### config.mk
export PLATFORM = sky130hd
export DESIGN_NAME = icache_refill
export DESIGN_NICKNAME = d
export VERILOG_FILES = /design/src/rtl/icache_pkg.sv /design/src/rtl/icache_line_buffer.sv /design/src/rtl/icache_refill.sv
export SDC_FILE = /design/constraint.sdc
export NUM_CORES = 1
export LEC_CHECK = 0
export CAP_MARGIN = 10
export CORE_AREA = 5 5 268 270
export DETAILED_ROUTE_END_ITERATION = 16
export DIE_AREA = 0 0 273 275
export PLACE_DENSITY_LB_ADDON = 0.08
export SETUP_SLACK_MARGIN = 0.1
export SYNTH_ARGS = -nofsm -noshare
export SYNTH_HDL_FRONTEND = slang
export SYNTH_SLANG_ARGS = --single-unit
### constraint.sdc
create_clock -name clk_i -period 7.5 [get_ports clk_i]
set_input_delay 1.875 -clock clk_i [delete_from_list [all_inputs] [get_ports clk_i]]
set_output_delay 1.875 -clock clk_i [all_outputs]
set_load 0.05 [all_outputs]
### src/rtl/icache_pkg.sv
// Shared instruction-cache refill types and default geometry.
// The width localparams describe the default address split
// (offset | bank select | set within bank | tag) used by the refill
// engine, the data array and the tag array.
package icache_pkg;

   typedef enum logic [2:0] {
      ST_IDLE  = 3'd0,
      ST_REQ   = 3'd1,
      ST_RECV  = 3'd2,
      ST_DRAIN = 3'd3,
      ST_WRITE = 3'd4
   } refill_state_e;

   localparam int unsigned DEF_NUM_WAYS            = 32'd4;
   localparam int unsigned DEF_NUM_BANKS           = 32'd4;
   localparam int unsigned DEF_SETS_PER_BANK_WIDTH = 32'd8;
   localparam int unsigned DEF_BLOCK_WIDTH         = 32'd512;
   localparam int unsigned DEF_BEAT_WIDTH          = 32'd64;
   localparam int unsigned DEF_ADDR_WIDTH          = 32'd32;

   localparam int unsigned DEF_OFFSET_W   = $clog2(DEF_BLOCK_WIDTH / 32'd8);
   localparam int unsigned DEF_BANK_SEL_W = $clog2(DEF_NUM_BANKS);
   localparam int unsigned DEF_SET_W      = DEF_SETS_PER_BANK_WIDTH;
   localparam int unsigned DEF_TAG_W      = DEF_ADDR_WIDTH - DEF_OFFSET_W
                                            - DEF_BANK_SEL_W - DEF_SET_W;
   localparam int unsigned DEF_NUM_BEATS  = DEF_BLOCK_WIDTH / DEF_BEAT_WIDTH;

endpackage

### src/rtl/icache_line_buffer.sv
// Beat-indexed line assembly buffer. Each written beat lands in its own
// slot of the line; unwritten slots keep their previous contents.
module icache_line_buffer
   import icache_pkg::*;
#(
   parameter int unsigned BLOCK_WIDTH = DEF_BLOCK_WIDTH,
   parameter int unsigned BEAT_WIDTH  = DEF_BEAT_WIDTH,
   parameter int unsigned IDX_WIDTH   = $clog2(BLOCK_WIDTH / BEAT_WIDTH)
) (
   input  logic                   clk_i,
   input  logic                   rst_ni,
   input  logic                   we_i,
   input  logic [IDX_WIDTH-1:0]   idx_i,
   input  logic [BEAT_WIDTH-1:0]  data_i,
   output logic [BLOCK_WIDTH-1:0] line_o
);

   logic [BLOCK_WIDTH-1:0] line_d;
   logic [BLOCK_WIDTH-1:0] line_q;

   // Merge the incoming beat into its slot of the line
   always_comb begin
      line_d = line_q;
      if (we_i) begin
         line_d[int'(idx_i) * int'(BEAT_WIDTH) +: BEAT_WIDTH] = data_i;
      end else begin
         line_d = line_q;
      end
   end

   // Line storage, cleared on reset
   always_ff @(posedge clk_i or negedge rst_ni) begin
      if (!rst_ni) begin
         line_q <= '0;
      end else begin
         line_q <= line_d;
      end
   end

   assign line_o = line_q;

endmodule

### src/rtl/icache_refill.sv
// Instruction-cache line refill engine: accepts a miss, issues one line
// request, collects the response beats into a line buffer and performs a
// single-cycle data/tag write into the victim way. Protocol errors (error
// beats, early or missing last) end the refill with an error pulse and no
// array write.
module icache_refill
   import icache_pkg::*;
#(
   parameter int unsigned NUM_WAYS            = DEF_NUM_WAYS,
   parameter int unsigned NUM_BANKS           = DEF_NUM_BANKS,
   parameter int unsigned SETS_PER_BANK_WIDTH = DEF_SETS_PER_BANK_WIDTH,
   parameter int unsigned BLOCK_WIDTH         = DEF_BLOCK_WIDTH,
   parameter int unsigned BEAT_WIDTH          = DEF_BEAT_WIDTH,
   parameter int unsigned ADDR_WIDTH          = DEF_ADDR_WIDTH
) (
   input  logic                           clk_i,
   input  logic                           rst_ni,
   input  logic                           miss_valid_i,
   output logic                           miss_ready_o,
   input  logic [ADDR_WIDTH-1:0]          miss_paddr_i,
   input  logic [NUM_WAYS-1:0]            miss_victim_way_i,
   output logic                           mem_req_valid_o,
   input  logic                           mem_req_ready_i,
   output logic [ADDR_WIDTH-1:0]          mem_req_addr_o,
   input  logic                           mem_rsp_valid_i,
   output logic                           mem_rsp_ready_o,
   input  logic [BEAT_WIDTH-1:0]          mem_rsp_data_i,
   input  logic                           mem_rsp_last_i,
   input  logic                           mem_rsp_err_i,
   output logic [SETS_PER_BANK_WIDTH-1:0] w_bank_addr_o,
   output logic [$clog2(NUM_BANKS)-1:0]   w_bank_sel_o,
   output logic [NUM_WAYS-1:0]            we_way_mask_o,
   output logic [BLOCK_WIDTH-1:0]         wdata_o,
   output logic                           tag_we_o,
   output logic [ADDR_WIDTH-$clog2(BLOCK_WIDTH/8)-$clog2(NUM_BANKS)-SETS_PER_BANK_WIDTH-1:0] tag_o,
   output logic                           busy_o,
   output logic                           refill_done_o,
   output logic                           refill_err_o
);

   localparam int unsigned OFF_W  = $clog2(BLOCK_WIDTH / 8);
   localparam int unsigned BANK_W = $clog2(NUM_BANKS);
   localparam int unsigned SET_W  = SETS_PER_BANK_WIDTH;
   localparam int unsigned TAG_W  = ADDR_WIDTH - OFF_W - BANK_W - SET_W;
   localparam int unsigned BEATS  = BLOCK_WIDTH / BEAT_WIDTH;
   localparam int unsigned CNT_W  = $clog2(BEATS);

   localparam logic [CNT_W-1:0]      LAST_BEAT = CNT_W'(BEATS - 1);
   localparam logic [ADDR_WIDTH-1:0] LINE_MASK = ~((ADDR_WIDTH'(1) << OFF_W) - ADDR_WIDTH'(1));
   localparam logic [NUM_WAYS-1:0]   WAY0      = NUM_WAYS'(1);

   refill_state_e           state_d, state_q;
   logic [CNT_W-1:0]        cnt_d, cnt_q;
   logic                    err_d, err_q;
   logic [ADDR_WIDTH-1:0]   paddr_d, paddr_q;
   logic [NUM_WAYS-1:0]     way_d, way_q;

   logic                    miss_ready_d, miss_ready_q;
   logic                    busy_d, busy_q;
   logic                    mem_req_valid_d, mem_req_valid_q;
   logic                    mem_rsp_ready_d, mem_rsp_ready_q;
   logic [NUM_WAYS-1:0]     we_way_mask_d, we_way_mask_q;
   logic                    tag_we_d, tag_we_q;
   logic                    refill_done_d, refill_done_q;
   logic                    refill_err_d, refill_err_q;

   logic                    buf_we_s;
   logic                    err_now_s;
   logic                    err_pulse_s;
   logic [NUM_WAYS-1:0]     way_pick_s;

   // Next-state, latched fields and next registered-output values
   always_comb begin
      state_d     = state_q;
      cnt_d       = cnt_q;
      err_d       = err_q;
      paddr_d     = paddr_q;
      way_d       = way_q;
      buf_we_s    = 1'b0;
      err_pulse_s = 1'b0;
      err_now_s   = err_q | mem_rsp_err_i;
      // Isolate the lowest set victim bit (two's-complement trick)
      way_pick_s  = miss_victim_way_i & (~miss_victim_way_i + NUM_WAYS'(1));

      case (state_q)
         ST_IDLE: begin
            if (miss_valid_i) begin
               paddr_d = miss_paddr_i & LINE_MASK;
               if (way_pick_s == '0) begin
                  way_d = WAY0;
               end else begin
                  way_d = way_pick_s;
               end
               cnt_d   = '0;
               err_d   = 1'b0;
               state_d = ST_REQ;
            end else begin
               state_d = ST_IDLE;
            end
         end
         ST_REQ: begin
            if (mem_req_ready_i) begin
               state_d = ST_RECV;
            end else begin
               state_d = ST_REQ;
            end
         end
         ST_RECV: begin
            if (mem_rsp_valid_i) begin
               buf_we_s = 1'b1;
               err_d    = err_now_s;
               if (cnt_q == LAST_BEAT) begin
                  if (!mem_rsp_last_i) begin
                     // Line is full but the response continues: flush it
                     err_d   = 1'b1;
                     state_d = ST_DRAIN;
                  end else if (err_now_s) begin
                     err_pulse_s = 1'b1;
                     state_d     = ST_IDLE;
                  end else begin
                     state_d = ST_WRITE;
                  end
               end else if (mem_rsp_last_i) begin
                  // Response ended before the line was complete
                  err_d       = 1'b1;
                  err_pulse_s = 1'b1;
                  state_d     = ST_IDLE;
               end else begin
                  cnt_d = cnt_q + CNT_W'(1);
               end
            end else begin
               state_d = ST_RECV;
            end
         end
         ST_DRAIN: begin
            if (mem_rsp_valid_i && mem_rsp_last_i) begin
               err_pulse_s = 1'b1;
               state_d     = ST_IDLE;
            end else begin
               state_d = ST_DRAIN;
            end
         end
         ST_WRITE: begin
            state_d = ST_IDLE;
         end
         default: begin
            state_d = ST_IDLE;
         end
      endcase

      miss_ready_d    = (state_d == ST_IDLE);
      busy_d          = (state_d != ST_IDLE);
      mem_req_valid_d = (state_d == ST_REQ);
      mem_rsp_ready_d = (state_d == ST_RECV) || (state_d == ST_DRAIN);
      tag_we_d        = (state_d == ST_WRITE);
      refill_done_d   = (state_d == ST_WRITE);
      refill_err_d    = err_pulse_s;
      if (state_d == ST_WRITE) begin
         we_way_mask_d = way_d;
      end else begin
         we_way_mask_d = '0;
      end
   end

   // FSM state, counters, latched miss fields and registered outputs
   always_ff @(posedge clk_i or negedge rst_ni) begin
      if (!rst_ni) begin
         state_q         <= ST_IDLE;
         cnt_q           <= '0;
         err_q           <= 1'b0;
         paddr_q         <= '0;
         way_q           <= '0;
         miss_ready_q    <= 1'b1;
         busy_q          <= 1'b0;
         mem_req_valid_q <= 1'b0;
         mem_rsp_ready_q <= 1'b0;
         we_way_mask_q   <= '0;
         tag_we_q        <= 1'b0;
         refill_done_q   <= 1'b0;
         refill_err_q    <= 1'b0;
      end else begin
         state_q         <= state_d;
         cnt_q           <= cnt_d;
         err_q           <= err_d;
         paddr_q         <= paddr_d;
         way_q           <= way_d;
         miss_ready_q    <= miss_ready_d;
         busy_q          <= busy_d;
         mem_req_valid_q <= mem_req_valid_d;
         mem_rsp_ready_q <= mem_rsp_ready_d;
         we_way_mask_q   <= we_way_mask_d;
         tag_we_q        <= tag_we_d;
         refill_done_q   <= refill_done_d;
         refill_err_q    <= refill_err_d;
      end
   end

   icache_line_buffer #(
      .BLOCK_WIDTH (BLOCK_WIDTH),
      .BEAT_WIDTH  (BEAT_WIDTH),
      .IDX_WIDTH   (CNT_W)
   ) u_line_buffer (
      .clk_i  (clk_i),
      .rst_ni (rst_ni),
      .we_i   (buf_we_s),
      .idx_i  (cnt_q),
      .data_i (mem_rsp_data_i),
      .line_o (wdata_o)
   );

   assign miss_ready_o    = miss_ready_q;
   assign busy_o          = busy_q;
   assign mem_req_valid_o = mem_req_valid_q;
   assign mem_rsp_ready_o = mem_rsp_ready_q;
   assign we_way_mask_o   = we_way_mask_q;
   assign tag_we_o        = tag_we_q;
   assign refill_done_o   = refill_done_q;
   assign refill_err_o    = refill_err_q;
   assign mem_req_addr_o  = paddr_q;
   assign w_bank_sel_o    = paddr_q[OFF_W +: BANK_W];
   assign w_bank_addr_o   = paddr_q[OFF_W + BANK_W +: SET_W];
   assign tag_o           = paddr_q[ADDR_WIDTH-1 -: TAG_W];

endmodule

==> flow_metrics.py, run 1 <==
metrics = {
    "clock_tree": {
        "cts_root_buf": "clkbuf_16",
        "clk_pin_slew_worst_paths_ns": 0.06,
        "htreeDepth": 3,
        "clkLatencyLatePin_ns": 0.60,
        "ctsResizeCount": 0,
        "cts_sinks": 559,
        "ctsLongestPathBuffers": 3,
        "cts_tree": "built",
        "cts_buffers": 67,
        "cts_hold_buf": 0,
        "cts_setup_buffers": 0,
    },
    "yosys": {
        "synth_top_area_share_pct": 61.99,
        "synthArstFlopShare_pct": 100.0,
        "ys_ff_latch": 559,
        "synth-main-ff-cell": "dfrtp_1",
        "synthCells": 1491,
        "ys_warn_count": 0,
        "syn_avg_cell_area_um2": 15.11,
        "syn_area_mm2": 0.02253,
        "synthTopCellsByCount": "dfrtp_1, mux2_2, nand2_1, mux2_4, mux2_1",
        "yosysSeqAreaShare_pct": 62.11,
        "synth_cell_types": 45,
        "yosys-top-cells-area": "dfrtp_1, mux2_2, mux2_4, mux2_1, mux2i_1",
        "synth-edff-count": 0,
        "yosysMostFrequentCell": "dfrtp_1",
        "synth_area_leader_cell": "dfrtp_1",
    },
    "floorplanning": {
        "start_util_pct": 32.50,
        "die_w_um": 273,
        "ios": 688,
        "coreArea_mm2": 0.06930,
        "die_area_mm2": 0.07508,
        "fp.dieH_um": 275,
        "rows": 97,
    },
    "detailed_routing": {
        "drt_iter0_markers": 623,
        "wl_mm": 75.74,
        "first_pass_iters": 4,
        "avgRoutedWirePerCell_um": 24.20,
        "via_per_inst": 4.631,
        "drc": 0,
        "dr_total_vias": 14490,
        "drt.antenna.violating_nets": 0,
    },
    "global_route": {
        "track_usage_pct": 19.52,
        "grt_pass1_wl_mm": 109.6,
        "antenna_found_initial": 4,
        "grt_max_degree": 168,
        "grt_pass1_vias": 15630,
        "grt_overflow": 0,
    },
    "worst_setup_path": {
        "critPathArrivalTime_ns": 4.83,
        "cp-start-kind": "input pin",
        "max_stage_delay_ns": 0.76,
        "r2r_start": "cnt_q[0]$_DFFE_PN0P_",
        "r2r_cells": 7,
        "crit_fanout": 41,
        "criticalPathCategory": "in -> reg",
        "reg2reg_to": "u_line_buffer.line_o[216]$_DFFE_PN0P_",
        "crit_chain": "clkdlybuf4s50_1, and4bb_1, nand3_4, buf_4, mux2_2",
        "endpoint_kind": "register",
        "cp_slowest_cell": "nand3_4",
        "r2r_setup_slack_ns": 3.68,
        "crit_required_ns": 7.97,
    },
    "cells_and_area": {
        "area_growth_syn_to_layout_pct": 41.80,
        "fill_cells": 6252,
        "nets": 2255,
        "drive_above_1_share_pct": 23.17,
    },
    "pwr": {
        "peakVddDrop_uv": 271.7,
        "p_int_mw": 7.882,
        "power_switching_mw": 6.117,
        "cellLeakagePower_nw": 15.39,
        "p_clk_share_pct": 22.2,
        "swShare_pct": 43.70,
        "sequentialPowerShare_pct": 30.8,
        "power.density_mw_per_mm2": 438.2,
        "combPwrFrac_pct": 47.1,
    },
    "timing": {
        "worst_slack_ns": 3.138,
        "maxSlewViolCount": 0,
        "rsz0062_at_grt": "no",
        "slew_headroom_pct": 36.62,
        "fin_skew_ns": 0.02588,
        "tightestPinTransition_ns": 0.9507,
        "max_freq_mhz": 229.3,
        "hold_viol_final": 0,
        "setup_violations": 0,
        "period_minus_slack_ns": 4.362,
        "fin_setup_tns_ns": 0,
        "fin_crit_sh_pct": 58.15,
    },
    "hold_path": {
        "holdPathEnd": "way_q[2]$_DFF_PN0_",
        "hold_path.class": "reg -> reg",
        "hold_depth": 2,
        "worstHoldStart": "way_q[2]$_DFF_PN0_",
    },
    "status": {
        "status": "finished clean",
    },
    "placement": {
        "io_buffers": 675,
        "dp_slack_ns": 2.471,
        "dp_hpwl_mm": 51.95,
        "gp_congestion": 0.7571,
    },
    "job": {
        "cap_violations": 0,
    },
}
## cells by family (layout without fill, tap and decap cells)
kind of cell    count (synthesis)  in the layout  synth area share (%)
buf+inv                       171            863                 4.566
mux                           515            515                 27.46
xor+xnor                        1              1               0.03889
fa+ha+maj                       4              4                0.2222
compound gates                 19             19                0.5611
flops                         559            559                 62.11
other cells                     1              8               0.01665
simple gates                  221            221                 5.027
## layout by cell type, fill, tap and decap left out, drive strengths merged, types with 2 or more instances in the layout
master / count
a311oi: 2
mux2i: 51
diode: 2
clkbuf: 100
bufinv: 2
dfrtp: 558
clkinv: 6
conb: 6
clkdlybuf4s50: 674
nand4b: 3
nor2: 7
inv: 62
ha: 4
nor2b: 5
buf: 19
nand4bb: 2
nor3: 5
a21oi: 6
and3: 47
nor4b: 3
mux2: 464
nand3: 6
a22o: 2
nand2: 135
o21ai: 3
## final cells by class
cell class / count / area (µm²) / share of cell area [%]
diodes: 2 / 5.005 / 0.01567
clock buffers: 100 / 1922 / 6.017
clock inverters: 13 / 145.1 / 0.4544
inverters: 57 / 214.0 / 0.6698
multi-input cells: 766 / 7552 / 23.64
flip-flops and latches: 559 / 13990 / 43.81
well taps: 940 / 1176 / 3.682
repair buffers: 693 / 6934 / 21.71
## sequential cells by signal, indices dropped and copies added (netlist names), 3 cells and up
name / count
cnt_q: 3
mem_req_addr_o: 26
state_q: 3
u_line_buffer.line_o: 512
way_q: 4
we_way_mask_o: 4
## layer usage
metal  vias to the layer above  part of all wire (%)  wire length (µm)  track usage (%)
li1                       6375                     -                 -                -
met1                      7511                    38             29000            22.53
met2                       467                    50             38170            34.00
met3                       139                   7.3              5539            6.480
met4                         2                   4.0              3014            7.155
met5                         -                 0.018                14                0
## per-stage QoR
step / cells / instance area (µm²) / util [%] / total power [mW] / hold WS, ns
floorplan: 1496 / 22540 / - / 8.581 / 0.4327
global route: 3129 / 31940 / 46.09 / 14.57 / 0.4909
CTS: 3128 / 31940 / 46.08 / 14.20 / 0.4637
detailed placement: 3015 / 29870 / 43.10 / 11.01 / 0.4501
global placement: 3015 / 29870 / 43.10 / 10.96 / 0.4444
finish: 3130 / 31940 / 46.09 / 14.00 / 0.4591
## worst max-delay path: cells and delay by family
| family | cells | cell delay (ns) |
|---|---|---|
| simple gates | 2 | 1.33 |
| mux | 1 | 0.34 |
| buf+inv | 2 | 1.23 |
## power groups by stage
stage	Combinational [mW]	Clock (mW)	Sequential [mW]
2_1_floorplan	1.54	0	7.04
3_3_place_gp	6.63	0	4.32
3_5_place_dp	6.66	0	4.35
4_1_cts	6.67	3.21	4.32
5_1_grt	6.83	3.32	4.42
6_report	6.59	3.10	4.31
## worst max path at each step
stage | from | endpoint | slack, ns | cells after the start
floorplan | mem_rsp_valid_i | u_line_buffer.line_o[132]$_DFFE_PN0P_ | 4.42 | 5
global placement | mem_rsp_valid_i | u_line_buffer.line_o[223]$_DFFE_PN0P_ | 2.53 | 5
detailed placement | mem_rsp_valid_i | u_line_buffer.line_o[216]$_DFFE_PN0P_ | 2.47 | 5
CTS | mem_rsp_valid_i | u_line_buffer.line_o[216]$_DFFE_PN0P_ | 3.12 | 5
global route | mem_rsp_valid_i | u_line_buffer.line_o[195]$_DFFE_PN0P_ | 3.03 | 5
finish | mem_rsp_valid_i | u_line_buffer.line_o[216]$_DFFE_PN0P_ | 3.14 | 5
No activity file was read; power rests on OpenSTA's default activity.
==> run 2: changes to the inputs <==
==> constraint.sdc (replaced) <==
create_clock -name clk_i -period 4.2 [get_ports clk_i]
set_input_delay 1.05 -clock clk_i [delete_from_list [all_inputs] [get_ports clk_i]]
set_output_delay 1.05 -clock clk_i [all_outputs]
set_load 0.05 [all_outputs]
==> run 2 against run 1 <==
  * Clock skew fell by 0.0044 ns
  * Count of clock-buffer cells in the layout grew 1
  * Register-to-register slack got worse by 2.7 ns
  * Sequential power up 79%
  * First-iteration DRC count down 8.2%
  * Clock power increased by 77%
  * Final area up 0.92%
  * Total power rose by 78%
  * Critical path type is now reg -> reg
  * Critical endpoint is now u_line_buffer.line_o[492]$_DFFE_PN0P_
  * Largest cell class unchanged
==> flow_metrics.py, run 2 (same netlist as run 1, synthesis figures left out) <==
metrics = {
    "status": {
        "status": "finished clean",
    },
    "worst_setup_path": {
        "cp-start-kind": "register",
        "endpoint_kind": "register",
        "crit_required_ns": 4.65,
        "critPathArrivalTime_ns": 3.66,
        "crit_fanout": 35,
        "criticalPathCategory": "reg -> reg",
    },
    "pwr": {
        "swShare_pct": 43.57,
        "peakVddDrop_uv": 465.9,
        "power_switching_mw": 10.87,
        "cellLeakagePower_nw": 15.55,
        "sequentialPowerShare_pct": 30.9,
        "power.density_mw_per_mm2": 774.3,
        "p_clk_share_pct": 22.0,
        "combPwrFrac_pct": 47.1,
        "p_int_mw": 14.09,
    },
    "clock_tree": {
        "ctsLongestPathBuffers": 3,
        "cts_tree": "built",
        "cts_sinks": 559,
        "clk_pin_slew_worst_paths_ns": 0.06,
        "cts_setup_buffers": 0,
        "htreeDepth": 3,
        "ctsResizeCount": 0,
        "cts_buffers": 66,
        "cts_root_buf": "clkbuf_16",
        "clkLatencyLatePin_ns": 0.58,
        "cts_hold_buf": 0,
    },
    "timing": {
        "period_minus_slack_ns": 3.209,
        "fin_skew_ns": 0.02153,
        "rsz0062_at_grt": "no",
        "maxSlewViolCount": 0,
        "max_freq_mhz": 311.7,
        "whs_ns": 0.4030,
        "fin_setup_tns_ns": 0,
        "setup_violations": 0,
        "tightestPinTransition_ns": 0.7836,
        "slew_headroom_pct": 47.54,
        "hold_viol_final": 0,
        "fin_crit_sh_pct": 76.40,
    },
    "floorplanning": {
        "ios": 688,
        "die_w_um": 273,
        "start_util_pct": 32.50,
        "rows": 97,
        "die_area_mm2": 0.07508,
        "coreArea_mm2": 0.06930,
        "fp.dieH_um": 275,
    },
    "cells_and_area": {
        "layout_common_cells": "clkdlybuf4s50_1, dfrtp_1, mux2_2",
        "final_core_util_pct": 46.52,
        "final-seq-area_mm2": 0.01399,
        "layout_commonest_cell": "clkdlybuf4s50_1",
        "multi_input_area_mm2": 0.007552,
        "drive_above_1_share_pct": 23.90,
        "largest_reg_flops": 512,
        "finalNonFillerCells": 3146,
        "area_growth_syn_to_layout_pct": 43.11,
        "nets": 2274,
        "finish.instance_area_mm2": 0.03224,
        "fill_cells": 6179,
    },
    "detailed_routing": {
        "avgRoutedWirePerCell_um": 24.08,
        "drt_iter0_markers": 572,
        "dr_total_vias": 14430,
        "first_pass_iters": 6,
        "via_per_inst": 4.586,
        "wl_mm": 75.75,
        "drt.antenna.violating_nets": 0,
        "drc": 0,
    },
    "placement": {
        "place_area_mm2": 0.03018,
        "dp_hpwl_mm": 53.18,
        "gp_congestion": 0.7903,
        "dpl.cell_count": 3035,
        "io_buffers": 675,
    },
    "global_route": {
        "grt_overflow": 0,
        "grtUsageMet3_pct": 6.131,
        "gr-max-usage-layer": "met2",
        "antenna_found_initial": 2,
        "grt_pass1_wl_mm": 110.5,
        "groute.layer.met2.usage_pct": 34.18,
        "grt_max_degree": 75,
        "grt_pass1_vias": 15570,
        "grt_use_met1_pct": 23.34,
        "track_usage_pct": 19.65,
    },
    "hold_path": {
        "hold_path.class": "in -> async",
    },
    "job": {
        "cap_violations": 0,
    },
}
## run 2: cell count changes in the layout (fill, tap and decap cells not counted)
cell	previous run	this run
buf_12	3	16
buf_4	15	22
bufinv_16	2	1
clkbuf_1	22	19
clkbuf_8	10	14
clkinv_2	5	6
diode_2	2	1
inv_6	5	1
## run 2: final cells by class
| class | count | area share (%) |
|---|---|---|
| Tap cell | 940 | 3.649 |
| Sequential cell | 559 | 43.41 |
| Antenna cell | 1 | 0.007763 |
| Timing Repair Buffer | 713 | 22.48 |
| Multi-Input combinational cell | 766 | 23.43 |
| Clock inverter | 9 | 0.2639 |
| Inverter | 57 | 0.6637 |
| Clock buffer | 101 | 6.098 |
## run 2: worst paths after layout
kind,start,to,slack (ns),depth (start not counted)
worst min-delay path,rst_ni,u_line_buffer.line_o[411]$_DFFE_PN0P_,0.40,1
worst min register to register,way_q[1]$_DFF_PN0_,way_q[1]$_DFF_PN0_,0.46,2
worst max register to register,cnt_q[0]$_DFFE_PN0P_,u_line_buffer.line_o[492]$_DFFE_PN0P_,0.99,7
worst max-delay path,cnt_q[0]$_DFFE_PN0P_,u_line_buffer.line_o[492]$_DFFE_PN0P_,0.99,7
min in group clk_i,way_q[1]$_DFF_PN0_,way_q[1]$_DFF_PN0_,0.46,2
max in group asynchronous,rst_ni,u_line_buffer.line_o[382]$_DFFE_PN0P_,2.64,3
## run 2: layer usage
layer  vias to the layer above  part of all wire (%)
met5                         -                 0.016
met4                         2                   3.4
met3                       120                   7.0
met2                       453                    50
met1                      7434                    39
li1                       6420                     -
## run 2: power by group through the flow
stage | sequential (mW) | clock [mW] | combinational [mW]
3_5_place_dp | 7.79 | 0 | 11.9
5_1_grt | 7.91 | 5.89 | 12.2
2_1_floorplan | 12.6 | 0 | 2.76
4_1_cts | 7.72 | 5.68 | 11.9
3_3_place_gp | 7.75 | 0 | 11.8
6_report | 7.71 | 5.49 | 11.8
## run 2: per-stage QoR
| step | total power, mW | setup WS [ns] |
|---|---|---|
| 2_1_floorplan | 15.32 | 1.731 |
| 3_3_place_gp | 19.57 | 0.7739 |
| 3_5_place_dp | 19.67 | 0.7585 |
| 4_1_cts | 25.31 | 0.9243 |
| 5_1_grt | 25.99 | 0.8139 |
| 6_report | 24.96 | 0.9914 |
## run 2: worst max-delay path, cell delays in order, from the launching register on
cell and delay (ns):
dfrtp_4 0.68, inv_1 0.13, ha_2 0.20, ha_1 0.42
nor2_1 0.35, nand3_4 0.55, buf_12 0.40, mux2_2 0.29
==> run 3: changes to the inputs <==
--- a/config.mk
+++ b/config.mk
@@ -6,9 +6,9 @@
 export NUM_CORES = 1
 export LEC_CHECK = 0
 export CAP_MARGIN = 10
-export CORE_AREA = 5 5 268 270
+export CORE_AREA = 5 5 264 266
 export DETAILED_ROUTE_END_ITERATION = 16
-export DIE_AREA = 0 0 273 275
+export DIE_AREA = 0 0 269 271
 export PLACE_DENSITY_LB_ADDON = 0.08
 export SETUP_SLACK_MARGIN = 0.1
 export SYNTH_ARGS = -nofsm -noshare
==> constraint.sdc (replaced) <==
create_clock -name clk_i -period 2.7 [get_ports clk_i]
set_input_delay 0.675 -clock clk_i [delete_from_list [all_inputs] [get_ports clk_i]]
set_output_delay 0.675 -clock clk_i [all_outputs]
set_load 0.05 [all_outputs]
==> run 3 against run 2 <==
  * Count of clock-buffer cells in the layout is 2 lower
  * Sequential share of layout area is 0.51 points lower
  * Final area is 1.2% higher
  * Combinational power is 57% higher
  * Via count is 1.7% higher
  * Die area is 2.9% lower
  * Sequential power is 54% higher
  * Cell count is 0.70% lower
  * Non-clock buffer count is 43 higher
  * First-iteration DRC count is 0.87% lower
  * Clock skew is 0.0058 ns lower
  * Flip-flop and latch count stayed put
  * Largest power group unchanged
  * Highest routed layer is now met4
==> flow_metrics.py, run 3 (same netlist as run 1, synthesis figures left out) <==
metrics = {
    "cells_and_area": {
        "nets": 2312,
        "largest_reg_flops": 512,
        "layout_commonest_cell": "clkdlybuf4s50_1",
        "drive_above_1_share_pct": 25.60,
        "area_growth_syn_to_layout_pct": 44.82,
        "finalNonFillerCells": 3124,
        "layout_common_cells": "clkdlybuf4s50_1, dfrtp_1, mux2_2",
        "finish.instance_area_mm2": 0.03262,
    },
    "worst_setup_path": {
        "endpoint_kind": "output pin",
        "cp-start-kind": "register",
        "r2r_setup_slack_ns": 0.35,
        "crit_fanout": 2,
        "crit_family": "buffers and inverters",
        "cp_slowest_cell": "clkdlybuf4s50_1",
        "criticalPathCategory": "reg -> out",
        "crit_buf_inv": 1,
        "critPathArrivalTime_ns": 1.87,
        "crit_required_ns": 2.03,
        "crit_chain": "clkdlybuf4s50_1",
        "max_stage_delay_ns": 0.90,
    },
    "detailed_routing": {
        "first_pass_iters": 4,
        "drt.antenna.violating_nets": 0,
        "drt_iter0_markers": 567,
        "dr_total_vias": 14670,
        "drc": 0,
        "avgRoutedWirePerCell_um": 24.29,
        "wl_mm": 75.87,
        "via_per_inst": 4.695,
    },
    "timing": {
        "fin_crit_sh_pct": 94.14,
        "period_minus_slack_ns": 2.542,
        "whs_ns": 0.01609,
        "tightestPinTransition_ns": 0.6944,
        "maxSlewViolCount": 0,
        "fin_skew_ns": 0.01570,
        "worst_slack_ns": 0.1582,
        "hold_viol_final": 0,
        "rsz0062_at_grt": "no",
        "slew_headroom_pct": 53.56,
        "setup_violations": 0,
        "max_freq_mhz": 393.4,
    },
    "pwr": {
        "finalPower_mw": 38.88,
        "sequentialPowerShare_pct": 30.6,
        "swShare_pct": 43.54,
        "peakVddDrop_uv": 771.8,
        "cellLeakagePower_nw": 16.02,
        "combPwrFrac_pct": 47.6,
        "p_int_mw": 21.95,
        "power.density_mw_per_mm2": 1192,
        "p_clk_share_pct": 21.8,
        "power_switching_mw": 16.93,
    },
    "floorplanning": {
        "fp.dieH_um": 271,
        "die_area_mm2": 0.07290,
        "die_w_um": 269,
        "coreArea_mm2": 0.06680,
        "ios": 688,
        "rows": 95,
        "start_util_pct": 33.72,
    },
    "clock_tree": {
        "clkLatencyLatePin_ns": 0.62,
        "cts_root_buf": "clkbuf_16",
        "cts_setup_buffers": 0,
        "cts_hold_buf": 0,
        "ctsLongestPathBuffers": 3,
        "cts_tree": "built",
        "cts_buffers": 61,
        "cts_sinks": 559,
        "htreeDepth": 2,
        "clk_pin_slew_worst_paths_ns": 0.06,
    },
    "job": {
        "cap_violations": 0,
    },
    "global_route": {
        "gr-max-usage-layer": "met2",
        "antenna_found_initial": 2,
        "groute.layer.met2.usage_pct": 34.52,
        "grt_pass1_vias": 15930,
        "grt_use_met1_pct": 24.28,
        "grt_max_degree": 70,
        "track_usage_pct": 20.36,
        "grt_overflow": 0,
        "grtUsageMet3_pct": 6.061,
        "grt_pass1_wl_mm": 111.9,
    },
    "hold_path": {
        "hold_path.class": "in -> async",
    },
    "placement": {
        "dp_hpwl_mm": 54.24,
        "dp_slack_ns": -0.1079,
        "io_buffers": 675,
        "dpl.cell_count": 3011,
        "place_area_mm2": 0.03055,
        "gp_congestion": 0.7631,
    },
    "status": {
        "status": "finished clean",
    },
}
## run 3: changes by cell type in the layout (fill, tap and decap cells not counted), sizes merged, moves of 2 or more
| cell | before | now |
|---|---|---|
| clkbuf | 101 | 99 |
| clkdlybuf4s50 | 674 | 649 |
| dlygate4sd2 | 0 | 12 |
| dlymetal6s2s | 0 | 11 |
| buf | 39 | 84 |
| bufinv | 1 | 3 |
## run 3: what timing repair did
item                                    4_1_cts  5_1_grt
endpoints found under the setup margin       12       11
resized for setup                            12       11
pin swaps                                     0        0
## run 3: worst paths after layout
check                                                            from                               endpoint  cells after the start
worst min register to register                     way_q[1]$_DFF_PN0_                     way_q[1]$_DFF_PN0_                      2
min in group clk_i                                 way_q[1]$_DFF_PN0_                     way_q[1]$_DFF_PN0_                      2
worst max register to register                   cnt_q[0]$_DFFE_PN0P_  u_line_buffer.line_o[428]$_DFFE_PN0P_                      8
worst max-delay path            u_line_buffer.line_o[387]$_DFFE_PN0P_                           wdata_o[387]                      1
max in group asynchronous                                      rst_ni   u_line_buffer.line_o[19]$_DFFE_PN0P_                      2
worst min-delay path                                           rst_ni   u_line_buffer.line_o[73]$_DFFE_PN0P_                      1
## run 3: layout make-up
cell class / instances / area (µm²)
fillers: 5836 / 34180
flip-flops and latches: 559 / 13990
repair buffers: 756 / 7715
multi-input cells: 766 / 7552
clock buffers: 99 / 1902
well taps: 873 / 1092
inverters: 57 / 214.0
clock inverters: 13 / 150.1
diodes: 1 / 2.502
## run 3: metal layers
metal | vias up | routed length [µm]
li1 | 6496 | -
met5 | - | 0
met3 | 129 | 5522
met2 | 470 | 37830
met1 | 7573 | 29280
met4 | 0 | 3235
## run 3: worst reg2reg max path, cell delays in order, from the launching register on
cell,delay (ns)
dfrtp_4,0.47
inv_1,0.10
ha_2,0.17
ha_1,0.26
nor2b_1,0.25
nand4b_1,0.22
buf_4,0.23
buf_12,0.17
mux2_4,0.37
## run 3: power groups by stage
stage          combinational (mW)  sequential [mW]  clock, mW
2_1_floorplan                4.29             19.5          0
3_3_place_gp                 18.7             11.9          0
3_5_place_dp                 18.7             12.0          0
4_1_cts                      18.7             11.9       8.77
5_1_grt                      19.2             12.2       9.08
6_report                     18.5             11.9       8.49
## run 3: per-stage QoR
stage,setup TNS [ns],util (%)
final,0,48.83
after global routing,0,48.83
after CTS,0,48.79
after detailed placement,-5.930,45.74
after global placement,-4.328,45.74
after floorplan,0,-
